<file path="config.mk">
export PLATFORM = sky130hd
export DESIGN_NAME = red_sched
export DESIGN_NICKNAME = d
export VERILOG_FILES = /design/src/rtl/red_sched.sv
export SDC_FILE = /design/constraint.sdc
export NUM_CORES = 1
export LEC_CHECK = 0
export ABC_AREA = 1
export CAP_MARGIN = 10
export CORE_UTILIZATION = 43
export DETAILED_ROUTE_END_ITERATION = 7
export PLACE_DENSITY = 0.74
export SLEW_MARGIN = 5
export SYNTH_ARGS = -nofsm -noshare
export SYNTH_HDL_FRONTEND = slang
export SYNTH_SLANG_ARGS = --single-unit
</file>
<file path="constraint.sdc">
create_clock -name clk -period 2.65 [get_ports clk]
set_clock_uncertainty 0.05 [all_clocks]
set_input_delay 0.3975 -clock clk [delete_from_list [all_inputs] [get_ports clk]]
set_output_delay 0.3975 -clock clk [all_outputs]
set_load 0.05 [all_outputs]
</file>
<file path="src/rtl/red_sched.sv">
// red_sched: shares a single red reduction unit between two requesters.
//
// red(A, B) adds the four bytes of the operand pair and zero-extends the result to 16 bits:
//   red = A[15:8] + A[7:0] + B[15:8] + B[7:0]
//
// Operation: IDLE accepts one operand pair and captures it. EXEC registers the reduction
// result. RESP holds the result until the consumer takes it.
//
// Build option:
//   RED_SCHED_RR_EN  When defined, contention is resolved round-robin using a last-grant
//                    pointer. When undefined, requester 0 has fixed priority and no pointer
//                    register exists.
module red_sched (
  input  logic        clk,
  input  logic        rst,
  input  logic        req0_valid,
  output logic        req0_ready,
  input  logic [15:0] req0_a,
  input  logic [15:0] req0_b,
  input  logic        req1_valid,
  output logic        req1_ready,
  input  logic [15:0] req1_a,
  input  logic [15:0] req1_b,
  output logic        resp_valid,
  input  logic        resp_ready,
  output logic        resp_id,
  output logic [15:0] resp_sum,
  output logic        busy
);

  typedef enum logic [1:0] {StIdle, StExec, StResp} state_e;

  state_e      state_q;
  logic [15:0] cap_a_q;
  logic [15:0] cap_b_q;
  logic        cap_id_q;
  logic        resp_valid_q;
  logic        resp_id_q;
  logic [15:0] resp_sum_q;

  logic        gnt0;
  logic        gnt1;
  logic        accept;
  logic [15:0] red_sum;

`ifdef RED_SCHED_RR_EN
  // A reset value of 1 means the first contention after reset is granted to requester 0.
  logic last_q;

  // Last-grant pointer. It is updated on every accept, including uncontended ones.
  always_ff @(posedge clk or posedge rst) begin
    if (rst) begin
      last_q <= 1'b1;
    end else if (accept) begin
      last_q <= gnt1;
    end
  end
`endif

  // The shared reduction unit. It is fed only from the capture registers.
  always_comb begin
    red_sum = {8'h00, cap_a_q[15:8]} + {8'h00, cap_a_q[7:0]} +
              {8'h00, cap_b_q[15:8]} + {8'h00, cap_b_q[7:0]};
  end

  // Grants are issued only in IDLE and only outside reset. At most one grant is high.
  always_comb begin
    gnt0 = 1'b0;
    gnt1 = 1'b0;
    if (state_q == StIdle && !rst) begin
      if (req0_valid && req1_valid) begin
`ifdef RED_SCHED_RR_EN
        gnt0 = last_q;
        gnt1 = !last_q;
`else
        gnt0 = 1'b1;
`endif
      end else begin
        gnt0 = req0_valid;
        gnt1 = req1_valid;
      end
    end
  end

  assign accept     = gnt0 | gnt1;
  assign req0_ready = gnt0;
  assign req1_ready = gnt1;

  // Main FSM. It also captures the operands and holds the registered response.
  always_ff @(posedge clk or posedge rst) begin
    if (rst) begin
      state_q      <= StIdle;
      cap_a_q      <= 16'h0000;
      cap_b_q      <= 16'h0000;
      cap_id_q     <= 1'b0;
      resp_valid_q <= 1'b0;
      resp_id_q    <= 1'b0;
      resp_sum_q   <= 16'h0000;
    end else begin
      case (state_q)
        StIdle: begin
          if (accept) begin
            cap_a_q  <= gnt1 ? req1_a : req0_a;
            cap_b_q  <= gnt1 ? req1_b : req0_b;
            cap_id_q <= gnt1;
            state_q  <= StExec;
          end
        end
        StExec: begin
          resp_sum_q   <= red_sum;
          resp_id_q    <= cap_id_q;
          resp_valid_q <= 1'b1;
          state_q      <= StResp;
        end
        StResp: begin
          if (resp_ready) begin
            // Clear the sum so it reads zero whenever no response is offered.
            resp_valid_q <= 1'b0;
            resp_sum_q   <= 16'h0000;
            state_q      <= StIdle;
          end
        end
        default: begin
          state_q <= StIdle;
        end
      endcase
    end
  end

  assign resp_valid = resp_valid_q;
  assign resp_id    = resp_id_q;
  assign resp_sum   = resp_sum_q;
  assign busy       = (state_q != StIdle);

endmodule
</file>
==> flow_summary_export.csv <==
group,metric,value,unit
routing,drtIter0Drc,70,
sta,clock.fmax,364,MHz
status,failed_checks,"design-rule violations, negative setup slack",
routing,drt-wirelength-per-cell,11.9,um
critical_path,critPathArrivalTime,2940,ps
logic_synthesis,yosysSeqAreaShare,0.391,
min_path,hp-class,"flip-flop to flip-flop",
sta,hold_violations,0,
grt,grt_util_all_layers,0.189,
critical_path,reg2reg_from,"cap_b_q[1]",
final_layout,layout-area-overhead-vs-synth,38.5,%
clock_tree,cts_hold_buf,0,
flow_run,drv_cap,0,
floorplanning,start_util,0.443,
critical_path,crit_fanout,3,
grt,grt_max_degree,48,
clock_tree,clockRootBuffer,"clkbuf_8",
sta,setup_ws,-97.0,ps
clock_tree,cts_buffers,5,
routing,firstDrtPassIters,6,
critical_path,cp_data_required_time,2840,ps
placed_design,placed_cells,533,
logic_synthesis,avgSynthCellArea,8.32,sq um
floorplanning,die_h,85.7,um
clock_tree,cts.path.max_buffers,2,
clock_tree,cts_max_level,2,
grt,grt_pass1_vias,2507,
critical_path,cp-end-kind,"flip-flop",
logic_synthesis,syn-instance-count,362,
critical_path,path_class,"flip-flop to flip-flop",
floorplanning,boundaryPins,90,
routing,route.detailed.drc,1,
critical_path,critPathTopFamily,"adder cells",
critical_path,cp-startpoint,"cap_b_q[1]",
placed_design,dp_hpwl,4890,um
power_and_ir_drop,power_switching_share,0.484,
sta,finalSetupViolCount,3,
clock_tree,path_clk_slew,80,ps
sta,hold_slack,430,ps
power_and_ir_drop,leakagePower,2.08,nW
logic_synthesis,synth_area_leaders,"dfrtp_1, nand2_1, fa_1",
sta,worstMarginPinSlew,767,ps
logic_synthesis,async_reset_ff_frac,1.00,
logic_synthesis,yosysMostFrequentCell,"nand2_1",
placed_design,gp_congestion,0.860,
placed_design,port_buffers,83,
logic_synthesis,ys_seq_elements,47,
floorplanning,die-area,7340,sq um
status,outcome,"complete, but fails checks",
clock_tree,clock_sinks,47,
power_and_ir_drop,p_seq_frac,0.179,
routing,ant_nets,0,
routing,viasPerCell,4.52,
sta,min_period_over_period,1.04,
power_and_ir_drop,clockPowerShare,0.065,
final_layout,diodes,0,
logic_synthesis,yosysWarnings,0,
grt,grt_antenna_before_repair,0,
power_and_ir_drop,p_switching,0.00317,W
logic_synthesis,synthesis.area,3010,sq um
power_and_ir_drop,p_per_area,1570,nW/um^2
grt,grt-ovfl-total,0,
logic_synthesis,synth_common_cells,"nand2_1, inv_1, dfrtp_1",
min_path,worstHoldStart,"cap_id_q",
grt,grt_pass1_wl,10900,um
power_and_ir_drop,power.internal,0.00337,W
logic_synthesis,synth_top_area_cell,"dfrtp_1",
logic_synthesis,synth.distinct_cells,26,
floorplanning,coreArea,6790,sq um
power_and_ir_drop,pwr-share-comb,0.757,
routing,routed_wirelength,6580,um
critical_path,start_kind,"flip-flop",
final_layout,final_cells,552,
critical_path,slowest_delay,550,ps
logic_synthesis,synth_top_area_frac,0.391,
critical_path,cpMaxStageDelayCell,"fa_1",
clock_tree,tritoncts,"built",
final_layout,drive_gt1_frac,0.178,
sta,final.min_clock_period,2750,ps
clock_tree,clock_latency,300,ps
sta,rsz0062_at_grt,"true",
critical_path,crit_buf_inv,4,
routing,vias,2497,
sta,maxSlewHeadroom,0.489,
floorplanning,row_count,30,
logic_synthesis,synth_flop_cell,"dfrtp_1",
logic_synthesis,synth-edff-count,0,
power_and_ir_drop,finalPower,0.00654,W
sta,maxSlewViolCount,0,
critical_path,cp_cell_sequence,"inv_2 -> fa_1 -> fa_1 -> inv_1 -> ha_2 -> inv_2 -> fa_2 -> inv_2 -> nand2_2 -> nand2_2 -> and2_4 -> or2_0 -> nand3_1 -> nand2_1",
final_layout,finalNetCount,549,
power_and_ir_drop,irDropWorstVdd,0.000814,V
final_layout,fin_util,0.614,
floorplanning,dieWidth,85.7,um
critical_path,crit_top_cell,"inv_2",
-- cell type report --
type	instances	area [sq um]
timing repair buffer	98	963
multi-input combinational	240	1590
sequential	47	1180
inverter	63	236
fill	561	2630
clock buffer	6	72.6
tap	96	120
clock inverter	2	12.5
-- registers in the layout, indices dropped and copies added, names as in the netlist --
register / flops
cap_a_q: 16
state_q: 2
cap_id_q: 1
resp_valid: 1
resp_sum: 10
resp_id: 1
cap_b_q: 16
-- worst register-to-register path: cells and delay by family, from the launching register on --
kind                       cells  cell delay, ps
adders and majority gates      4            1470
buffers and inverters          4             230
DFF                            1             370
and+or+nand+nor                6             570
-- metal layers --
layer	GRT usage	vias up	wire [um]
met5	0	-	0
met4	0.0576	0	90
met3	0.0327	13	239
met2	0.336	71	3360
met1	0.237	1148	2890
li1	-	1265	-
-- worst paths after layout --
check	end	slack (ps)	cells past startpoint
setup / recovery	resp_sum[5]	-100	14
hold / removal	resp_id	430	2
setup reg to reg	resp_sum[5]	-100	14
hold reg to reg	resp_id	430	2
max in group asynchronous	cap_a_q[11]	1590	3
min in group asynchronous	cap_b_q[7]	550	3
-- stage by stage --
stage                     TNS (ps)  cell area, sq um  setup WS, ps
after floorplan                  0              3030          80.7
after global placement           0              3890          7.78
after detailed placement      -233              3890          -107
after CTS                    -9.20              4020         -9.20
after global routing          -521              4170          -207
final                         -175              4170         -97.0
-- layout by cell type, fill, tap and decap left out, types with 5 or more instances in the layout --
master	Yosys	routed
inv_1	62	54
clkbuf_8	0	5
nor2_1	6	5
nand2_2	11	17
a21oi_1	7	5
buf_4	11	15
dfrtp_1	47	47
nand2_1	125	118
o21ai_0	6	5
inv_2	1	9
fa_1	16	15
nand3_1	30	28
conb_1	1	6
nand3_2	10	12
clkdlybuf4s50_1	0	81
-- logic make-up after synthesis --
family | count (synthesis) | share of synthesized area
buffers and inverters | 80 | 0.126
and+or+nand+nor | 194 | 0.310
AOI/OAI and AO/OA | 15 | 0.0274
adders and majority gates | 25 | 0.144
DFF | 47 | 0.391
other | 1 | 0.00125
-- power by group through the flow --
stage          sequential [W]  clock (W)  combinational (W)
2_1_floorplan         0.00141          0            0.00247
3_3_place_gp          0.00117          0            0.00357
3_5_place_dp          0.00118          0            0.00365
4_1_cts               0.00117   0.000433            0.00392
5_1_grt               0.00120   0.000466            0.00545
6_report              0.00117   0.000422            0.00495
-- what timing repair did --
| action | 4_1_cts | 5_1_grt |
|---|---|---|
| pin swaps | 7 | 17 |
| buffers inserted | 3 | 8 |
| resized for setup | 11 | 22 |
| setup endpoints to repair | 3 | 6 |
Note: power is estimated with default switching activity, not from simulation.
